==> src/rtl/mem_seq_arbiter.sv <==
// rtl/mem_seq_arbiter.sv - sequential byte-port arbiter between instruction fetch and load/store
// Words are moved one byte per cycle over a RAM with one cycle of read latency.
module mem_seq_arbiter #(
  parameter int ADDR_W = 32
) (
  input  logic              clk,
  input  logic              rst,
  input  logic              rdy,
  input  logic              if_req,
  input  logic [ADDR_W-1:0] if_addr,
  input  logic              if_flush,
  output logic              if_done,
  output logic [31:0]       if_inst,
  input  logic              mem_req,
  input  logic              mem_we,
  input  logic [1:0]        mem_len,
  input  logic [ADDR_W-1:0] mem_addr,
  input  logic [31:0]       mem_wdata,
  output logic              mem_done,
  output logic [31:0]       mem_rdata,
  output logic [ADDR_W-1:0] ram_a,
  output logic [7:0]        ram_dout,
  output logic              ram_wr,
  input  logic [7:0]        ram_din
);

  typedef enum logic [1:0] {IDLE, XFER, TAIL} state_t;

  state_t            r_state;
  state_t            w_state_next;
  logic              r_owner_mem;
  logic              r_we;
  logic [ADDR_W-1:0] r_base;
  logic [ADDR_W-1:0] r_last_a;
  logic [2:0]        r_n;
  logic [2:0]        r_idx;
  logic [31:0]       r_wdata;
  logic [31:0]       r_acc;
  logic [31:0]       r_if_inst;
  logic [31:0]       r_mem_rdata;
  logic              r_if_done;
  logic              r_mem_done;

  logic              w_guard;
  logic              w_accept_mem;
  logic              w_accept_if;
  logic              w_abort;
  logic              w_last;
  logic [ADDR_W-1:0] w_cur_a;
  logic [1:0]        w_cap_idx;
  logic [2:0]        w_req_n;
  logic [31:0]       w_acc_next;

  // A done cycle is a guard cycle: the requester needs it to drop its request.
  assign w_guard      = r_if_done | r_mem_done;
  assign w_accept_mem = (r_state == IDLE) && !w_guard && mem_req;
  assign w_accept_if  = (r_state == IDLE) && !w_guard && !mem_req && if_req && !if_flush;
  assign w_abort      = (r_state != IDLE) && !r_owner_mem && if_flush;
  assign w_last       = (r_idx == r_n - 3'd1);
  assign w_cur_a      = r_base + ADDR_W'(r_idx);
  assign w_cap_idx    = 2'(r_idx - 3'd1);
  assign w_req_n      = (mem_len == 2'd0) ? 3'd1 : (mem_len == 2'd1) ? 3'd2 : 3'd4;

  always_comb begin
    w_acc_next = r_acc;
    w_acc_next[{w_cap_idx, 3'b000} +: 8] = ram_din;
  end

  always_ff @(posedge clk) begin
    if (rst) begin
      r_state <= IDLE;
    end else begin
      r_state <= w_state_next;
    end
  end

  always_comb begin
    w_state_next = r_state;
    ram_a        = r_last_a;
    ram_wr       = 1'b0;
    ram_dout     = r_wdata[{r_idx[1:0], 3'b000} +: 8];
    if (rdy) begin
      case (r_state)
        IDLE: if (w_accept_mem || w_accept_if) w_state_next = XFER;
        XFER: begin
          ram_a  = w_cur_a;
          ram_wr = r_we;
          if (w_abort) w_state_next = IDLE;
          else if (w_last) w_state_next = r_we ? IDLE : TAIL;
        end
        TAIL:    w_state_next = IDLE;
        default: w_state_next = IDLE;
      endcase
    end
  end

  // While frozen, ram_a keeps the last issued address so ram_din still holds the pending byte.
  always_ff @(posedge clk) begin
    if (rst) begin
      r_owner_mem <= 1'b0;
      r_we        <= 1'b0;
      r_base      <= '0;
      r_last_a    <= '0;
      r_n         <= 3'd0;
      r_idx       <= 3'd0;
      r_wdata     <= 32'd0;
      r_acc       <= 32'd0;
      r_if_inst   <= 32'd0;
      r_mem_rdata <= 32'd0;
      r_if_done   <= 1'b0;
      r_mem_done  <= 1'b0;
    end else if (rdy) begin
      r_if_done  <= 1'b0;
      r_mem_done <= 1'b0;
      case (r_state)
        IDLE: begin
          if (w_accept_mem) begin
            r_owner_mem <= 1'b1;
            r_base      <= mem_addr;
            r_n         <= w_req_n;
            r_we        <= mem_we;
            r_wdata     <= mem_wdata;
            r_idx       <= 3'd0;
            r_acc       <= 32'd0;
          end else if (w_accept_if) begin
            r_owner_mem <= 1'b0;
            r_base      <= if_addr;
            r_n         <= 3'd4;
            r_we        <= 1'b0;
            r_idx       <= 3'd0;
            r_acc       <= 32'd0;
          end
        end
        XFER: begin
          r_last_a <= w_cur_a;
          if (!w_abort) begin
            r_idx <= r_idx + 3'd1;
            if (!r_we && r_idx != 3'd0) r_acc <= w_acc_next;
            if (r_we && w_last) r_mem_done <= 1'b1;
          end
        end
        TAIL: begin
          if (!w_abort) begin
            r_acc <= w_acc_next;
            if (r_owner_mem) begin
              r_mem_rdata <= w_acc_next;
              r_mem_done  <= 1'b1;
            end else begin
              r_if_inst <= w_acc_next;
              r_if_done <= 1'b1;
            end
          end
        end
        default: ;
      endcase
    end
  end

  assign if_done   = r_if_done;
  assign if_inst   = r_if_inst;
  assign mem_done  = r_mem_done;
  assign mem_rdata = r_mem_rdata;

endmodule

==> config.mk <==
export PLATFORM = sky130hd
export DESIGN_NAME = mem_seq_arbiter
export DESIGN_NICKNAME = d
export VERILOG_FILES = /design/src/rtl/mem_seq_arbiter.sv
export SDC_FILE = /design/constraint.sdc
export NUM_CORES = 1
export LEC_CHECK = 0
export ABC_AREA = 1
export BUFFER_PORTS_ARGS = -buffer_cell sky130_fd_sc_hd__buf_2
export CORE_MARGIN = 2
export CORE_UTILIZATION = 45
export CTS_CLUSTER_SIZE = 20
export DETAILED_ROUTE_END_ITERATION = 8
export PLACE_DENSITY = 0.82
export SLEW_MARGIN = 15
export SYNTH_ARGS = -nofsm -noshare
export SYNTH_HDL_FRONTEND = slang
export SYNTH_SLANG_ARGS = --single-unit
==> constraint.sdc <==
create_clock -name clk -period 2.1 [get_ports clk]
set_clock_uncertainty 0.1 [all_clocks]
set_input_delay 0.315 -clock clk [delete_from_list [all_inputs] [get_ports clk]]
set_output_delay 0.315 -clock clk [all_outputs]
set_load 0.05 [all_outputs]
==> results of run 1 <==
## sequential cells by signal, indices dropped and copies added (netlist names)
name and count:
r_idx 3, r_owner_mem 1, r_state 2, mem_done 1
r_base 32, r_we 1, if_inst 32, if_done 1
r_n 3, mem_rdata 32, r_wdata 32, r_last_a 32
r_acc 32
## through the flow
| step | TNS, ns | total power (W) | hold slack [ns] | std cells |
|---|---|---|---|---|
| 2_1_floorplan | -0.333 | 0.0104 | 0.324 | 1504 |
| 3_3_place_gp | -3.42 | 0.0128 | 0.330 | 2040 |
| 3_5_place_dp | -5.63 | 0.0130 | 0.335 | 2040 |
| 4_1_cts | -18.18 | 0.0188 | 0.000202 | 2153 |
| 5_1_grt | -35.51 | 0.0225 | 0.00931 | 2181 |
| 6_report | -28.29 | 0.0217 | -0.00298 | 2181 |
## area by class of cell
class	count	area [um^2]	share of cell area [%]
Clock buffer	32	679	4.24
Timing Repair inverter	3	43.8	0.273
Multi-Input combinational cell	1013	6310	39.4
Sequential cell	204	4110	25.7
Inverter	202	818	5.10
Tap cell	280	350	2.19
Timing Repair Buffer	437	3590	22.4
Clock inverter	10	118	0.734
## Yosys cell counts (all sizes together)
master,n
dfxtp,204
clkinv,1
o211a,19
nand3b,7
a21o,1
or2,14
fa,1
nand2,329
o21bai,1
clkbuf,64
o22ai,16
xor2,6
nor3,3
o21ai,139
nand3,134
inv,201
a21oi,131
xnor2,4
nand4,4
ha,14
nor2,190
buf,21
## cells by family after synthesis
logic type | share of synthesized area (%)
flops | 41.1
fa+ha+maj | 1.96
buf+inv | 11.1
xor+xnor | 0.881
simple gates | 28.3
compound gates | 16.7
## per-layer routing
layer | track usage, % | vias to the layer above
li1 | - | 5564
met1 | 36.2 | 5687
met2 | 50.7 | 1016
met3 | 5.06 | 293
met4 | 12.1 | 0
met5 | 0 | -
## final timing paths
check	from	end	slack [ns]	cells past startpoint
max	r_idx[0]	ram_a[26]	-0.78	11
min	mem_wdata[26]	r_wdata[26]	-0.003	3
max reg2reg	r_base[4]	r_last_a[20]	-0.61	15
min reg2reg	r_wdata[16]	r_wdata[16]	0.34	2
## tightest hold or removal path: cells and delay by family
kind / cells / cell delay (ns)
buffers and inverters: 1 / 0.08
AOI/OAI and AO/OA: 2 / 0.19
## power groups by stage
stage	Sequential [W]	Clock [W]	Combinational [W]
floorplan	0.00555	0	0.00481
global placement	0.00522	0	0.00757
detailed placement	0.00525	0	0.00772
CTS	0.00523	0.00423	0.00937
global route	0.00543	0.00440	0.0126
finish	0.00539	0.00423	0.0121
## repair_timing
item / in CTS / in global routing
pin swaps: 48 / 117
cloned: 6 / 7
endpoints found under the hold margin: 16 / 0
hold buffers: 15 / 0
setup buffers: 52 / 32
endpoints found under the setup margin: 97 / 165
resized for setup: 297 / 338
==> results.md, run 1 <==
- The run finished, with violations left.
- The final reports fail on hold timing, setup timing.
- The maximum ir drop on the vdd rail is about 0.86 mV.
- The utilization after layout is 73.7%.
- The post-detailed-placement cell area is between 0.01 and 0.015 mm^2.
- The minimum clock period is 2.88 ns.
- The final route contains 12,600 vias.
- Synthesis inferred 204 register bits.
- The clock transition at the registers of the reported paths is 0.06 ns.
- Summed over all nets, the switching power comes to 0.00965 W.
- By area the synthesized netlist is led by dfxtp_1, nand2_1, inv_1, nor2_1, o21ai_0.
- The per-cell routed wire length is roughly 20 um.
- The maximum clock frequency is 347 MHz.
- The maximum fanout along the worst path is 4.
- At the pin with the least slew margin, the transition time is between 1 and 1.5 ns.
- After the first detailed-routing iteration, the DRC count stood at 1,688.
- The cell family with the largest share of critical-path delay is simple AND/OR/NAND/NOR gates.
- The proportion of power drawn by combinational gates is 55.7%.
- The synthesized design devotes to its leading area cell type approximately two fifths of total area.
- The boundary pin count is 220.
- Measured along the x axis, the die boundary spans 153 um.
- The total clock buffers created by CTS is 23.
- Of all cell types, the one taking the most synthesized area is dfxtp_1.
- In this run switching power makes up 44.5% of total power.
- Across all setup checks in the final design, the least slack found is -0.783 ns.
- Setup repair after global routing could not meet its margin everywhere.
- The placeable core region is 0.0218 mm^2.
- TritonCTS built the clock tree.
- After detailed routing, the met2 layer carries about 20 mm of wire.
- The count of final max-slew check failures is 0.
- The worst-skew pair later-pin latency is between 0.5 and 0.6 ns.
- Max-cap violations in this run came to 0.
- Dividing the synthesized area by the synthesized cell count gives 6.61 um^2.
- The post-layout net count is 2,012.
- Fill cells in the final layout number roughly 1,300.
- Setup violations remaining at the end of the flow were counted as 128.
- In the routed design, unresolved DRC markers number 0.
- The deepest level of the CTS H-tree is 1.
- The most common library cell in the layout ignoring fill and taps is nand2_1.
- The synthesis-to-finish area growth is 61.2%.
- The final critical path takes up 137% of the cycle.
- The standard cell with the maximum stage delay on the critical path is fa_2.
- The worst pin sits at a relative slew slack of 22.9%.
- The area of the die is 0.0233 mm^2.
- The total number of yosys warnings is 0.
- The share of total power in sequential cells is between 20% and 30%.
- Global routing used 29.3% of the available tracks.
- The worst hold slack is -0.00298 ns.
- For this block, the routed nets add up to 43.4 mm of wire.
- The overflow left after global routing is 0.
- The critical path required time is 1.68 ns.
- The worst setup path is launched from a flop.
- The instance count of the mapped netlist is 1,504.
- Entering global routing, the biggest net connects 90 pins.
- Leaving out fill and tap cells, the most frequent cells in the layout are nand2_1, dfxtp_1, buf_2.
- The first global-routing pass estimated roughly 56 mm of wire.
- The critical path goes through ha_4 > fa_2 > nand3_2 > nand2_4 > nand3b_1 > inv_1 > nand3b_1 > nand3_2 > nand2_2 > clkinvlp_4 > buf_8.
- The share of layout cells above drive strength 1 is between 40% and 50%.
- The finished cells cover 0.0160 mm^2.
- The via count of the first global-routing pass is 11,100.
- The leakage power summed over all cells is 7.40 nW.
- Detailed placement ended at an HPWL of 22.3 mm.
- The cell at the root of the clock tree is clkbuf_16.
- The initial antenna violation count was 0.
- The critical path class is reg -> out.
- The per-cell via count in the routed design is between 5 and 6.
- The buffer levels on the longest clock path is 3.
- The highest metal layer used by the detailed router is met4.
- The number of antenna repair diodes is 0.
- The final weighted congestion of routability-driven global placement is between 0.9 and 1.
- The cell internal power dissipation is between 0.01 and 0.015 W.
- Detailed routing placed a total of between 4 and 5 mm of wire on met3.
- The initial utilization of the core area, before any placement, comes to 45.7%.
- The worst setup path is captured at an output pin.
- The largest incremental delay on the critical path is 0.37 ns.
- Row generation in the floorplan step produced 54 rows.
- Sequential elements use 41.1% of the synthesized area.
- CTS saw around 200 sinks.
- From bottom edge to top edge, the die measures 153 um.
- The count of buffers added on input and output ports is about 220.
- The number of hold-slack violations in the final timing report came to 1.
- The detailed-route wire length on metal 1 is 15.7 mm.
- The min-delay analysis places its worst path in the category in -> reg.
- Before CTS, the worst setup slack after placement is -0.213 ns.
- The part of the power in the clock network is between 10% and 20%.
- The number of antenna-violating nets in the routed design is 0.
- The endpoint arrival time on the critical path is approximately 2.5 ns.
- In this run, distinct cell masters in the synthesized netlist total 27.
- The synthesized area is slightly below 0.01 mm^2.
- Together, buffers and inverters on the worst path number 3.
- The power per cell area is 1350 mW/mm^2.
- Before antenna repair, the detailed router went through 7 iterations.
- The number of nets handed over by synthesis was 1,632.
Note: power is estimated with default switching activity, not from simulation.
==> run 2, diff against run 1 <==
--- a/config.mk
+++ b/config.mk
@@ -5,7 +5,6 @@
 export SDC_FILE = /design/constraint.sdc
 export NUM_CORES = 1
 export LEC_CHECK = 0
-export ABC_AREA = 1
 export BUFFER_PORTS_ARGS = -buffer_cell sky130_fd_sc_hd__buf_2
 export CORE_MARGIN = 2
 export CORE_UTILIZATION = 45
==> run 2 against run 1 <==
Net effect: the flow finishes with violations (setup timing); largest cell class unchanged; utilization increased by 0.27 points; synthesized cell count is 31% lower; hold slack improved by 0.050 ns.
==> results.md, run 2 <==
- The finished layout holds 1,656 standard cells, fillers aside.
- In the layout the commonest cells are dfxtp_1, buf_2, nor2_1.
- Yosys instantiated no cell more often than dfxtp_1.
- The sort of element at the start of the critical path is a flop.
- The cell family contributing the most delay on the critical path is adder cells.
- The largest single stage delay on the critical path is 0.39 ns.
- The per-cell via count in the routed design is 5.90.
- Summing the sequential cell areas from Yosys gives 44.1% of the chip area.
- The first-pass GRT wire length is 46.5 mm.
- Setup repair after global routing could not meet its margin everywhere.
- The post-synthesis average cell area is approximately 9.0 um^2.
- Summed over all instances, the cell type with the most area after synthesis is dfxtp_1.
- At the worst endpoint, the arrival time is ~2.5 ns.
- The floorplan step defined a die boundary enclosing 0.0217 mm^2.
- The pre-CTS worst setup slack is -0.410 ns.
- The routed design has between 30 and 40 mm of wire.
- The total setup violations reported at the end of the flow is 107.
- Walking the worst path, the cells encountered are ha_4 > fa_2 > buf_6 > a21o_1 > nand3_4 > nor3_4 > xnor2_2 > a21oi_4 > buf_6.
- The number of detailed-route iterations in the first pass is 5.
- Clock tree synthesis selected as its root buffer the cell clkbuf_16.
- The number of library cell types mapped by synthesis is 56.
- The worst relative slew slack is about three fifths.
- The deepest level of the CTS H-tree is 1.
- After clock tree synthesis, the clock-pin slew on the worst setup and hold paths is 0.06 ns.
- The count of buffer and inverter cells on the critical path is 2.
- The number of antenna-violating nets in the routed design is 0.
- The worst setup path startpoint is r_idx[0].
- The most numerous cell type found on the critical path is buf_6.
- Timing would allow up to 338 MHz.
- Across all hold checks on the routed design, the worst slack comes to 0.0474 ns.
- The mapped netlist covers ~0.0093 mm^2.
- The beginning of the worst register-to-register path is r_idx[0].
- The element type at the critical path end is an output pin.
- The initial antenna violation count came to 0.
- The number of max-cap violations is 0.
- The initial cell density of the core is 45.7%.
- The filler cells instantiated in the layout total ~1,200.
- The pin count of the biggest net entering global routing is 100.
- Synthesis produced 1,031 cells.
- The count of final max-slew check failures is 0.
- When the netlist entered floorplanning its net count stood at about 1,200.
- The final weighted congestion of routability-driven global placement is roughly 0.83.
- The worst-skew pair later-pin latency is around 0.52 ns.
- The most critical setup path has its endpoint at ram_a[16].
- The number of hold-slack violations in the final timing report was 0.
- The synthesis-to-finish area growth is 61.7%.
- The final reports fail on setup timing.
- Setup slack on the critical path of the routed design comes to -0.855 ns.
- The commonest cells after synthesis are dfxtp_1, nor2_1, a211oi_1.
- The origin of the worst min-delay path is if_addr[26].
- The boundary pin count is between 200 and 250.
- For the pin with the worst max-slew slack, the measured transition is 0.598 ns.
- The total area inside the core boundary comes to 0.0202 mm^2.
- The first routing iteration left 648 violations.
- Dividing the detail-routed wire length by the instance count gives 21.1 um.
- After layout, the minimum clock period comes to 2.95 ns.
- The run finished, with violations left.
- The maximum ir drop on the vdd rail is 0.559 mV.
- For the worst setup path, the data required time is 1.68 ns.
- Of all flip-flops after synthesis, the portion carrying an async set or reset was 0%.
- The endpoint identified for the worst register-to-register timing path is r_last_a[22].
- The share of layout cells above drive strength 1 is approximately half.
- The depth of the critical timing path with buffers and inverters included is 9.
- After synthesis the netlist holds a flip-flop and latch count of just over 200.
- The via count of the first global-routing pass is roughly 9,000.
- The number of placement rows is 52.
- Across all register-to-register paths, the minimum setup slack is -0.14 ns.
- The total clock buffers created by CTS is 23.
- After synthesis, the cell types taking the most area are dfxtp_1, a211oi_1, nor2_1, a21oi_1, nand2_1.
- The leakage power summed over all cells is 5.78 nW.
- For this design the ratio of total power to cell area is approximately 710 mW/mm^2.
- Detailed routing inserted a total of approximately 9,800 vias.
- The most instantiated flip-flop cell in the synthesis netlist is dfxtp_1.
- From bottom edge to top edge, the die measures ~150 um.
- Yosys mapped a number of flops with a built-in enable equal to 0.
- The number of antenna diodes in the final layout is 0.
- The slowest stage of the critical path is the fa_2 cell.
- Across every metal layer, demand over resource in global routing totals 26.3%.
- The total number of yosys warnings is 0.
- The critical path class is reg -> out.
- The worst path uses 141% of the clock period.
- The class of the tightest hold or removal check is in -> reg.
- In this run, placement finished with an instance count of 1,533.
- The horizontal die dimension is ~150 um.
- Input and output buffers added on the ports amount to roughly 220.
- Of all nets on the critical path, the largest fanout is 5.
- The area share of the largest cell type after synthesis is ~44%.
- The number of design rule violations left after detail routing is 0.
- After global routing the overflow that remains totals 0.
- No sink is reached through more buffers than the 3 on the longest clock path.
- TritonCTS built the clock tree.
- Leaving out fill and tap cells, the most frequent cell in the layout is dfxtp_1.
- The path depth of the worst reg2reg path is 10.
- The clock drives ~200 sinks.
- The estimated wirelength of the detail-placed design is around 17 mm.
- In the final design database the tool counted 1,502 nets.
-- run 2: per-layer routing --
metal | vias up | GRT usage, % | share of wire [%]
met5 | - | 0 | 0
li1 | 4355 | - | -
met2 | 507 | 47.5 | 51
met3 | 178 | 4.17 | 6.2
met4 | 0 | 11.1 | 6.3
met1 | 4725 | 31.2 | 36
-- run 2: kinds of logic (layout without fill, tap and decap cells) --
group	count (synthesis)	in the layout	synth area share [%]
compound gates	276	276	19.9
xor+xnor	32	32	3.19
fa+ha+maj	15	15	2.11
buf+inv	92	447	4.68
flops	204	204	44.1
mux	42	42	5.64
simple gates	370	370	20.4
-- run 2: through the flow --
| stage | area [um^2] | setup TNS (ns) | total power [W] | util, % |
|---|---|---|---|---|
| 2_1_floorplan | 9840 | -4.79 | 0.00549 | - |
| 3_3_place_gp | 11700 | -8.64 | 0.00600 | 57.8 |
| 3_5_place_dp | 11700 | -13.60 | 0.00604 | 57.8 |
| 4_1_cts | 13800 | -24.49 | 0.0102 | 68.3 |
| 5_1_grt | 15000 | -35.36 | 0.0110 | 73.9 |
| 6_report | 15000 | -28.10 | 0.0107 | 73.9 |
-- run 2: worst register-to-register path, delay by kind of cell, from the launching register on --
family	cells	cell delay (ns)
AO/OA/AOI/OAI	2	0.46
XOR/XNOR	1	0.11
adder cells (fa/ha/maj)	2	0.56
buffers and inverters	3	0.40
flip-flops	1	0.36
AND/OR/NAND/NOR	2	0.15
-- run 2: how the worst min path moves through the flow --
stage / to / slack, ns / cells after the start
global route: r_n[0] / 0.05 / 4
detailed placement: r_wdata[20] / 0.34 / 2
finish: r_base[26] / 0.05 / 3
floorplan: r_wdata[16] / 0.33 / 2
global placement: r_wdata[14] / 0.34 / 2
CTS: r_n[0] / 0.02 / 4
-- run 2: power breakdown --
part | internal [W] | switching [W]
Sequential | 0.00403 | 0.000131
Combinational | 0.00118 | 0.00155
Clock | 0.00217 | 0.00161
Total | 0.00738 | 0.00329
-- run 2: final cells by class --
type	count	area, um^2	area share (%)
clock inverters	5	56.3	0.376
multi-input cells	735	6430	43.0
well taps	270	338	2.26
inverters	9	42.5	0.284
clock buffers	32	619	4.14
repair buffers	401	3360	22.4
flip-flops and latches	204	4120	27.5
-- run 2: timing repair --
action / in CTS / in global routing
resized for setup: 200 / 174
endpoints found under the hold margin: 44 / 0
setup buffers: 22 / 27
setup endpoints to repair: 134 / 177
pin swaps: 50 / 65
gates cloned: 7 / 6
hold buffers: 35 / 0
